<file path="src/rtl/bolme_sirali_if.sv">
// Divider request/result bundle: start/operands in, results and status out.
interface bolme_sirali_if #(
    parameter int DW = 8,
    parameter int VW = 4
);
    logic          start;
    logic [DW-1:0] dividend;
    logic [VW-1:0] divisor;
    logic [DW-1:0] quotient;
    logic [VW-1:0] remainder;
    logic          done;
    logic          busy;
    logic          div_by_zero;

    modport master (
        output start, dividend, divisor,
        input  quotient, remainder, done, busy, div_by_zero
    );

    modport slave (
        input  start, dividend, divisor,
        output quotient, remainder, done, busy, div_by_zero
    );
endinterface

</file>
<file path="src/rtl/bolme_sirali.sv">
// Sequential restoring divider, one quotient bit per shift/subtract pair of clocks.
module bolme_sirali #(
    parameter int DW = 8,
    parameter int VW = 4
) (
    input  logic            clk,
    input  logic            rst_n,
    bolme_sirali_if.slave   bus
);
    localparam int CW = (DW > 1) ? $clog2(DW) : 1;
    localparam logic [CW-1:0] LAST = CW'(DW - 1);

    typedef enum logic [1:0] {S_IDLE, S_SHIFT, S_SUB, S_DONE} state_t;

    state_t        state, state_nxt;
    logic [VW:0]   r;
    logic [DW-1:0] q;
    logic [VW-1:0] d;
    logic [CW-1:0] count;
    logic [DW-1:0] quo;
    logic [VW-1:0] rem;
    logic          done_r;
    logic          dbz;

    always_ff @(posedge clk or negedge rst_n) begin
        if (!rst_n) state <= S_IDLE;
        else        state <= state_nxt;
    end

    always_comb begin
        state_nxt = state;
        case (state)
            S_IDLE:  if (bus.start) state_nxt = (bus.divisor == '0) ? S_DONE : S_SHIFT;
            S_SHIFT: state_nxt = S_SUB;
            S_SUB:   state_nxt = (count == LAST) ? S_DONE : S_SHIFT;
            S_DONE:  state_nxt = S_IDLE;
            default: state_nxt = S_IDLE;
        endcase
    end

    always_ff @(posedge clk or negedge rst_n) begin
        if (!rst_n) begin
            r      <= '0;
            q      <= '0;
            d      <= '0;
            count  <= '0;
            quo    <= '0;
            rem    <= '0;
            done_r <= 1'b0;
            dbz    <= 1'b0;
        end else begin
            case (state)
                S_IDLE: begin
                    done_r <= 1'b0;
                    if (bus.start) begin
                        q     <= bus.dividend;
                        r     <= '0;
                        d     <= bus.divisor;
                        count <= '0;
                        dbz   <= 1'b0;
                    end
                end
                S_SHIFT: begin
                    // MSB of Q moves into the LSB of the partial remainder
                    r <= {r[VW-1:0], q[DW-1]};
                    q <= {q[DW-2:0], 1'b0};
                end
                S_SUB: begin
                    if (r >= {1'b0, d}) begin
                        r    <= r - {1'b0, d};
                        q[0] <= 1'b1;
                    end
                    count <= count + CW'(1);
                end
                S_DONE: begin
                    done_r <= 1'b1;
                    if (d == '0) begin
                        quo <= '1;
                        rem <= '0;
                        dbz <= 1'b1;
                    end else begin
                        quo <= q;
                        rem <= r[VW-1:0];
                    end
                end
                default: ;
            endcase
        end
    end

    assign bus.quotient    = quo;
    assign bus.remainder   = rem;
    assign bus.done        = done_r;
    assign bus.div_by_zero = dbz;
    assign bus.busy        = (state != S_IDLE);
endmodule
</file>
<file path="src/flat_wrapper.sv">
// flat-port wrapper written by rule: the top's interface ports become plain ports
module bolme_sirali_flat 
#(
    parameter int DW = 8,
    parameter int VW = 4
)
  (clk, rst_n, bus_start, bus_dividend, bus_divisor, bus_quotient, bus_remainder, bus_done, bus_busy, bus_div_by_zero);
  bolme_sirali_if #(.DW(DW), .VW(VW)) bus_i ();
  input  logic clk;
  input  logic rst_n;
  input wire logic [$bits(bus_i.start)-1:0] bus_start;
  input wire logic [$bits(bus_i.dividend)-1:0] bus_dividend;
  input wire logic [$bits(bus_i.divisor)-1:0] bus_divisor;
  output wire logic [$bits(bus_i.quotient)-1:0] bus_quotient;
  output wire logic [$bits(bus_i.remainder)-1:0] bus_remainder;
  output wire logic [$bits(bus_i.done)-1:0] bus_done;
  output wire logic [$bits(bus_i.busy)-1:0] bus_busy;
  output wire logic [$bits(bus_i.div_by_zero)-1:0] bus_div_by_zero;
  assign bus_i.start = bus_start;
  assign bus_i.dividend = bus_dividend;
  assign bus_i.divisor = bus_divisor;
  assign bus_quotient = bus_i.quotient;
  assign bus_remainder = bus_i.remainder;
  assign bus_done = bus_i.done;
  assign bus_busy = bus_i.busy;
  assign bus_div_by_zero = bus_i.div_by_zero;
  bolme_sirali #(.DW(DW), .VW(VW)) u_core (.clk(clk), .rst_n(rst_n), .bus(bus_i));
endmodule
</file>
<file path="config.mk">
export PLATFORM = sky130hd
export DESIGN_NAME = bolme_sirali_flat
export DESIGN_NICKNAME = d
export VERILOG_FILES = /design/src/rtl/bolme_sirali_if.sv /design/src/rtl/bolme_sirali.sv /design/src/flat_wrapper.sv
export SDC_FILE = /design/constraint.sdc
export NUM_CORES = 1
export LEC_CHECK = 0
export CORE_ASPECT_RATIO = 1.25
export CORE_MARGIN = 2
export CORE_UTILIZATION = 35
export DETAILED_ROUTE_END_ITERATION = 7
export SETUP_SLACK_MARGIN = 0.2
export SLEW_MARGIN = 20
export SYNTH_ARGS = -nofsm -noshare
export SYNTH_HDL_FRONTEND = slang
export SYNTH_SLANG_ARGS = --single-unit
</file>
<file path="constraint.sdc">
create_clock -name clk -period 4.5 [get_ports clk]
set_input_delay 0.675 -clock clk [delete_from_list [all_inputs] [get_ports clk]]
set_output_delay 0.675 -clock clk [all_outputs]
set_load 0.005 [all_outputs]
</file>
# Word level (Yosys, flattened, before mapping)
# Index checks and enable logic that the tools add are counted.
dict set report totals {
  in_bits 15
  reg_bits 36
  output_inout_bits 15
}
dict set report classes {
  n_eq_ne 7
  add_sub_neg 2
  n_reduce_logical 13
  n_mux 19
  magnitude_cmp 1
}
# cell n
set ops {}
lappend ops {{2-to-1 mux 8 bit} 2}
lappend ops {{one-hot mux 5 bit (3 select lines)} 1}
lappend ops {{one-hot mux 7 bit (2 select lines)} 1}
lappend ops {{2-to-1 mux 5 bit} 2}
lappend ops {{logical NOT 4 bit} 2}
lappend ops {{one-hot mux 2 bit (4 select lines)} 1}
lappend ops {{nonzero test 2 bit} 4}
lappend ops {{2-to-1 mux 2 bit} 3}
lappend ops {{one-hot mux 3 bit (2 select lines)} 1}
lappend ops {{AND reduction 2 bit} 3}
lappend ops {{AND reduction 3 bit} 2}
lappend ops {{>= comparator 5 x 4 -> 1 bit} 1}
lappend ops {{subtractor 5 x 4 -> 5 bit} 1}
lappend ops {{== test 2 bit (second input constant)} 2}
lappend ops {{2-to-1 mux 4 bit} 1}
lappend ops {{!= test 2 x 1 -> 1 bit (second input constant)} 2}
lappend ops {{one-hot mux 1 bit (2 select lines)} 2}
lappend ops {{adder 3 x 1 -> 3 bit (second input constant)} 1}
lappend ops {{== test 3 bit (second input constant)} 1}
lappend ops {{2-to-1 mux 1 bit} 3}
lappend ops {{2-to-1 mux 3 bit} 1}
lappend ops {{one-hot mux 1 bit (3 select lines)} 1}
lappend ops {{nonzero test 3 bit} 1}
lappend ops {{== test 2 x 1 -> 1 bit (second input constant)} 1}
lappend ops {{2 further kinds} 2}

# Depth between registers and ports, before layout
# Gate-level depths: netlist of the first run.
dict set report logic_depth {
  ltp_word 4
  depth_mapped 9
}

# Least setup slack after synthesis of the first run
# No wires, ideal clock.
dict set report synth_path {
  path_type {register to register}
  from {register u_core.r[0]}
  to {register u_core.r[4]}
  n_path_buf 0
  t_required_ps 4371
  setup_ps 129
  stages_incl_launch_ff 10
  arrival_ps 1638
  path_slack_ps 2733
  period_less_slack_ps 1767
  cell_sequence {dfrtp_1 > inv_1 > ha_1 > inv_1 > fa_1 > a21o_1 > a21oi_1 > nor2_1 > o21ai_0 > o21ai_0}
}
dict set report synth_between {
  elab_chain_cells 3
}
# item line
set synth_lines {}
lappend synth_lines {{start: declaration} bolme_sirali.sv:16} ;# logic [VW:0] r;
lappend synth_lines {{start signal: assignment} bolme_sirali.sv:65} ;# r <= {r[VW-1:0], q[DW-1]};
lappend synth_lines {{start signal: assignment} bolme_sirali.sv:70} ;# r <= r - {1'b0, d};
lappend synth_lines {{subtractor 5 x 4 -> 5 bit / >= comparator 5 x 4 -> 1 bit (equally long branches)} {bolme_sirali.sv:70, bolme_sirali.sv:69}}
lappend synth_lines {{2-to-1 mux 5 bit / != test 2 x 1 -> 1 bit (equally long branches)} -}
lappend synth_lines {{one-hot mux 5 bit (3 select lines) / AND reduction 3 bit (equally long branches)} -}
# Parallel ways exist; a longest one is shown, timed or not. The select of a mux whose other input is x is not followed.
# A chain may end at the register's enable or synchronous reset.

# Worst setup path in the final report of the first run
dict set report layout_path {
  from {register u_core.state[0]}
  to {output bus_busy}
}
dict set report layout_between {
  elab_chain_cells 1
}
# item line
set layout_lines {}
lappend layout_lines {{start: declaration} bolme_sirali.sv:15} ;# state_t state, state_nxt;
lappend layout_lines {{start signal: assignment} bolme_sirali.sv:27} ;# else state <= state_nxt;
lappend layout_lines {{nonzero test 2 bit} bolme_sirali.sv:95} ;# assign bus.busy = (state != S_IDLE);
lappend layout_lines {{end: declaration} flat_wrapper.sv:17} ;# output wire logic [$bits(bus_i.busy)-1:0] bus_busy;
# No other way between the ends.

==> impl_metrics.py, run 1 <==
metrics = {
    "drt": {
        "first_pass_iters": 4,
        "drt_iter0_drc": 41,
        "antenna_left": 0,
        "viasPerCell": 5.07,
        "wl_per_cell_um": 13.4,
        "drc": 0,
        "drt_wl_total_um": 3780,
        "via_count": 1429,
    },
    "logic_synthesis": {
        "synth_top_cell_area_share_pct": 47.9,
        "synth_edf_count": 0,
        "synth_seq_cells": 36,
        "async_reset_ff_share_pct": 100,
        "synthCells": 192,
        "synthTopCellsByArea": "dfrtp_1, ha_1, a21oi_1, nor2_1, a22oi_1",
        "synth_top_cell_by_area": "dfrtp_1",
        "avgSynthCellArea_um2": 9.79,
        "synth_area_mm2": 0.00188,
        "yosysMostFrequentCell": "dfrtp_1",
        "syn-num-nets": 218,
        "ys_types": 40,
        "ys.flop_type": "dfrtp_1",
        "synth.cells.most_frequent": "dfrtp_1, a21oi_1, nor2_1",
        "yosysWarnings": 0,
        "ys_seq_area_share_pct": 47.9,
    },
    "worst_setup_path": {
        "cp_max_fo": 16,
        "cp-start-kind": "register",
        "slowest_stage": "clkdlybuf4s50_1",
        "crit_required_ps": 3830,
        "cp_data_arrival_time_ps": 2140,
        "critPathMaxStageDelay_ps": 530,
        "endpoint_kind": "primary output",
        "crit_family": "buffers and inverters",
        "path_cells": "inv_1, ha_1, clkinv_1, clkdlybuf4s50_1",
        "crit_type": "register to primary output",
        "critical_path_buf_inv_count": 3,
    },
    "timing": {
        "finalSetupViolations": 0,
        "timing.final.crit_period_ps": 2810,
        "fmax_mhz": 356,
        "slew_headroom_pct": 38.5,
        "skew_ps": 3.98,
        "finalSetupTns_ps": 0,
        "finalCritPeriodShare_pct": 62.5,
        "grt_setup_unrepaired": "false",
        "drv_slew": 0,
        "worst_slew_pin_slew_ps": 922,
        "fin_ws_ps": 1690,
        "final_hold_viol_count": 0,
    },
    "pwr": {
        "p_clk_share_pct": 16.7,
        "ir_drop_v": 0.000251,
        "power_density_mw_per_mm2": 732,
        "p_int_mw": 1.03,
        "pwr-share-seq_pct": 34.2,
        "p_sw_share_pct": 39.2,
        "netSwitchingPower_mw": 0.665,
        "pwr-share-comb_pct": 49.1,
        "leakage_nw": 1.02,
        "total_power_mw": 1.69,
    },
    "placed_design": {
        "postPlaceCellArea_mm2": 0.00220,
        "dp_slack_ps": 1950,
        "gp_congestion": 0.747,
        "hpwl_um": 2750,
        "numPortBuffers": 29,
    },
    "layout": {
        "final_cell_area_mm2": 0.00231,
        "insertedDiodeCount": 0,
        "area_growth_pct": 23.1,
        "layout.nets": 245,
        "drive_gt1_share_pct": 9.09,
    },
    "clock_network": {
        "holdBufCountCts": 0,
        "clkLatencyLatePin_ps": 290,
        "cts_buffers": 5,
        "cts-root-buf": "clkbuf_8",
        "cts_tree": "yes",
        "clkTransAtPathRegs_ps": 70,
        "cts_resized": 0,
        "cts_setup_buffers": 0,
        "cts.sinks": 36,
        "cts_max_path_buffers": 2,
        "htreeDepth": 2,
    },
    "grt": {
        "grt_usage_pct": 13.5,
        "antenna_found_initial": 0,
        "grt-ovfl-total": 0,
        "grt_max_degree": 37,
        "grt_pass1_vias": 1435,
        "grt_pass1_wl_um": 6400,
    },
    "die": {
        "fp.dieH_um": 86.0,
        "core_mm2": 0.00512,
        "dieArea_mm2": 0.00598,
        "pin_count": 30,
        "start_util_pct": 36.8,
        "die_x_um": 69.6,
        "rows": 29,
    },
    "worst_hold_path": {
        "min_path_type": "register to register",
    },
    "run_status": {
        "status": "finished, final reports clean",
    },
    "flow_run": {
        "maxCapViolCount": 0,
    },
}
==> metal layers <==
metal | share of wire [%] | vias up | routed length [µm] | GRT usage [%]
met4 | 1.3 | 0 | 51 | 6.95
met2 | 48 | 25 | 1810 | 22.6
li1 | - | 735 | - | -
met5 | 0 | - | 0 | 0
met3 | 2.4 | 5 | 91 | 2.12
met1 | 48 | 664 | 1830 | 16.8
==> path summary, 6_finish.rpt <==
| path | start | end | slack, ps | cells past startpoint |
|---|---|---|---|---|
| max | u_core.state[0] | bus_busy | 1690 | 4 |
| min | u_core.count[1] | u_core.count[1] | 500 | 1 |
| max reg2reg | u_core.state[0] | u_core.r[4] | 2330 | 7 |
| min reg2reg | u_core.count[1] | u_core.count[1] | 500 | 1 |
| max in group asynchronous | rst_n | u_core.d[0] | 3390 | 2 |
| min in group asynchronous | rst_n | u_core.bus.quotient[5] | 790 | 2 |
==> kinds of logic (layout without fill, tap and decap cells) <==
logic type / after synthesis / after routing / share of synthesized area [%]
compound gates: 61 / 61 / 20.6
simple gates: 51 / 51 / 13.2
flops: 36 / 36 / 47.9
buf+inv: 25 / 53 / 5.99
fa+ha+maj: 11 / 11 / 7.72
mux: 7 / 7 / 4.06
xor+xnor: 1 / 1 / 0.466
==> cell type report <==
type | instances | area [µm²]
Timing Repair Buffer | 31 | 305
Tap cell | 62 | 77.6
Fill cell | 506 | 2800
Sequential cell | 36 | 901
Multi-Input combinational cell | 131 | 867
Inverter | 14 | 52.6
Clock inverter | 3 | 42.5
Clock buffer | 5 | 68.8
==> per-stage QoR <==
stage	instances	utilization, %	hold WS, ps
after detailed placement	274	43.1	490
after global routing	282	45.2	526
after floorplan	192	-	379
after CTS	282	45.2	508
final	282	45.2	502
after global placement	274	43.1	483
==> cells in the final DEF, fill, tap and decap left out, types with 2 or more instances in the layout <==
master / n
a21oi_1: 20
a22oi_1: 9
a32o_1: 2
and3_1: 8
buf_4: 2
clkbuf_8: 5
clkdlybuf4s50_1: 29
dfrtp_1: 36
ha_1: 10
inv_1: 13
mux2_2: 5
mux2i_1: 2
nand2_1: 12
nor2_1: 20
nor3_1: 2
o21a_1: 2
o21ai_0: 12
o22ai_1: 4
o31a_1: 2
o31ai_1: 2
==> registers in the layout (all words and copies together), names as in the netlist <==
name / cells
u_core.bus.done: 1
u_core.r: 5
u_core.bus.quotient: 8
u_core.state: 2
u_core.count: 3
u_core.bus.div_by_zero: 1
u_core.bus.remainder: 4
u_core.d: 4
u_core.q: 8
==> power by group through the flow <==
stage | Clock (mW) | Combinational, mW | Sequential, mW
2_1_floorplan | 0 | 0.601 | 0.568
3_3_place_gp | 0 | 0.828 | 0.584
3_5_place_dp | 0 | 0.836 | 0.586
4_1_cts | 0.290 | 0.840 | 0.581
5_1_grt | 0.303 | 0.945 | 0.601
6_report | 0.283 | 0.833 | 0.580
No activity file was read; power rests on OpenSTA's default activity.
==> run 2: changes to the inputs <==
==> constraint.sdc (replaced) <==
create_clock -name clk -period 2.3 [get_ports clk]
set_input_delay 0.345 -clock clk [delete_from_list [all_inputs] [get_ports clk]]
set_output_delay 0.345 -clock clk [all_outputs]
set_load 0.005 [all_outputs]
==> run 2 against run 1 <==
Wire length rose by 5.3%. Clock power rose by 96%. Cell count rose by 2.5%. Worst hold slack got worse by 34 ps. Design area rose by 2.9%. Power rose by 100%. Clock-buffer cell count did not move.
==> impl_metrics.py, run 2 (synthesis gave the netlist of run 1 again) <==
metrics = {
    "clock_network": {
        "htreeDepth": 2,
        "cts.sinks": 36,
        "clkTransAtPathRegs_ps": 80,
        "cts-root-buf": "clkbuf_8",
        "cts_buffers": 5,
        "cts_tree": "yes",
        "clkLatencyLatePin_ps": 290,
        "cts_max_path_buffers": 2,
    },
    "flow_run": {
        "maxCapViolCount": 0,
    },
    "pwr": {
        "power_density_mw_per_mm2": 1450,
        "ir_drop_v": 0.000639,
        "total_power_mw": 3.45,
        "leakage_nw": 1.06,
    },
    "placed_design": {
        "postPlaceCellArea_mm2": 0.00224,
        "numPortBuffers": 29,
        "gp_congestion": 0.825,
        "dp_slack_ps": 371,
        "hpwl_um": 2910,
    },
    "die": {
        "fp.dieH_um": 86.0,
        "dieArea_mm2": 0.00598,
        "pin_count": 30,
        "rows": 29,
        "core_mm2": 0.00512,
        "die_x_um": 69.6,
        "start_util_pct": 36.8,
    },
    "grt": {
        "grt_pass1_wl_um": 6980,
        "grt-ovfl-total": 0,
        "grt_max_degree": 37,
        "grt_usage_pct": 14.5,
        "grt_pass1_vias": 1481,
        "antenna_found_initial": 0,
    },
    "layout": {
        "n_fill_cell": 506,
        "area_growth_pct": 26.7,
        "insertedDiodeCount": 0,
        "final_cell_area_mm2": 0.00238,
        "layout.nets": 252,
        "drive_gt1_share_pct": 12.8,
        "final_common_cell": "dfrtp_1",
        "mostFrequentLayoutCells": "dfrtp_1, clkdlybuf4s50_1, nor2_1",
    },
    "worst_setup_path": {
        "critPathMaxStageDelay_ps": 470,
        "cp_data_arrival_time_ps": 1650,
        "cp_max_fo": 7,
        "slowest_stage": "clkdlybuf4s50_1",
        "crit_type": "register to primary output",
        "crit_required_ps": 1960,
        "ff2ff_path_depth": 9,
        "endpoint_kind": "primary output",
        "cp-start-kind": "register",
        "path_cells": "inv_1, ha_1, clkinvlp_4, clkdlybuf4s50_1",
    },
    "timing": {
        "finalSetupTns_ps": 0,
        "timing.final.crit_period_ps": 2000,
        "skew_ps": 5.30,
        "final_hold_viol_count": 0,
        "worst_slew_pin_slew_ps": 453,
        "fmax_mhz": 500,
        "drv_slew": 0,
        "finalCritPeriodShare_pct": 86.9,
        "fin_ws_ps": 301,
        "finalSetupViolations": 0,
        "slew_headroom_pct": 69.8,
        "grt_setup_unrepaired": "false",
    },
    "drt": {
        "wl_per_cell_um": 13.8,
        "first_pass_iters": 4,
        "drc": 0,
        "drt_wl_total_um": 3980,
        "antenna_left": 0,
        "drt_iter0_drc": 68,
        "viasPerCell": 5.01,
        "via_count": 1447,
    },
    "worst_hold_path": {
        "min_path_type": "input port to asynchronous set/reset pin",
    },
    "run_status": {
        "status": "finished, final reports clean",
    },
}
[run 2: cell types whose count changed in the layout (fill, tap and decap cells not counted), sizes merged]
| cell | before | now |
|---|---|---|
| clkinv | 2 | 1 |
| buf | 2 | 9 |
| clkinvlp | 1 | 2 |
[run 2: layer usage]
layer / up-vias / global-route usage [%] / routed length, µm
met1: 665 / 18.5 / 1860
met5: - / 0 / 0
li1: 752 / - / -
met4: 0 / 4.28 / 30
met3: 4 / 3.29 / 130
met2: 26 / 24.7 / 1960
[run 2: worst max-delay path: cells and delay by family (launching register included)]
kind	cells	cell delay, ps
buffers and inverters	3	740
DFF	1	410
adders and majority gates	1	220
[run 2: metrics by stage]
| step | util, % | instances | hold WS [ps] |
|---|---|---|---|
| after global routing | 46.6 | 289 | 513 |
| final | 46.6 | 289 | 468 |
| after detailed placement | 43.8 | 279 | 483 |
| after global placement | 43.8 | 279 | 483 |
| after CTS | 46.0 | 287 | 478 |
| after floorplan | - | 192 | 49.4 |
[run 2: timing repair]
action	4_1_cts	5_1_grt
setup buffers	0	2
resized for setup	0	3
hold buffers	0	0
endpoints found under the setup margin	0	3
[run 2: area by class of cell]
class,count,area [µm²],share of cell area [%]
multi-input combinational,131,878,36.9
timing repair buffer,38,358,15.0
sequential,36,901,37.8
tap,62,77.6,3.26
clock buffer,5,68.8,2.89
clock inverter,3,42.5,1.79
inverter,14,56.3,2.36
[run 2: worst paths after layout]
kind	startpoint	endpoint	slack (ps)
min	rst_n	u_core.bus.quotient[5]	470
min in group clk	u_core.count[0]	u_core.count[0]	500
max	u_core.state[0]	bus_busy	300
max in group asynchronous	rst_n	u_core.d[3]	1520
max reg2reg	u_core.r[0]	u_core.r[4]	400
min reg2reg	u_core.count[0]	u_core.count[0]	500
[run 2: where the power goes]
group          total [mW]  switching, mW  leakage, nW  internal (mW)
combinational        1.76          0.910        0.550          0.846
sequential           1.14          0.218        0.452          0.921
clock               0.555          0.234       0.0541          0.321
total                3.45           1.36         1.06           2.09
==> run 3: changes to the inputs <==
--- a/config.mk
+++ b/config.mk
@@ -8,6 +8,7 @@
 export CORE_ASPECT_RATIO = 1.25
 export CORE_MARGIN = 2
 export CORE_UTILIZATION = 35
+export CTS_CLUSTER_DIAMETER = 150
 export DETAILED_ROUTE_END_ITERATION = 7
 export SETUP_SLACK_MARGIN = 0.2
 export SLEW_MARGIN = 20
==> results of run 3 <==
Final layout, timing and power as in run 2 (identical DEF).
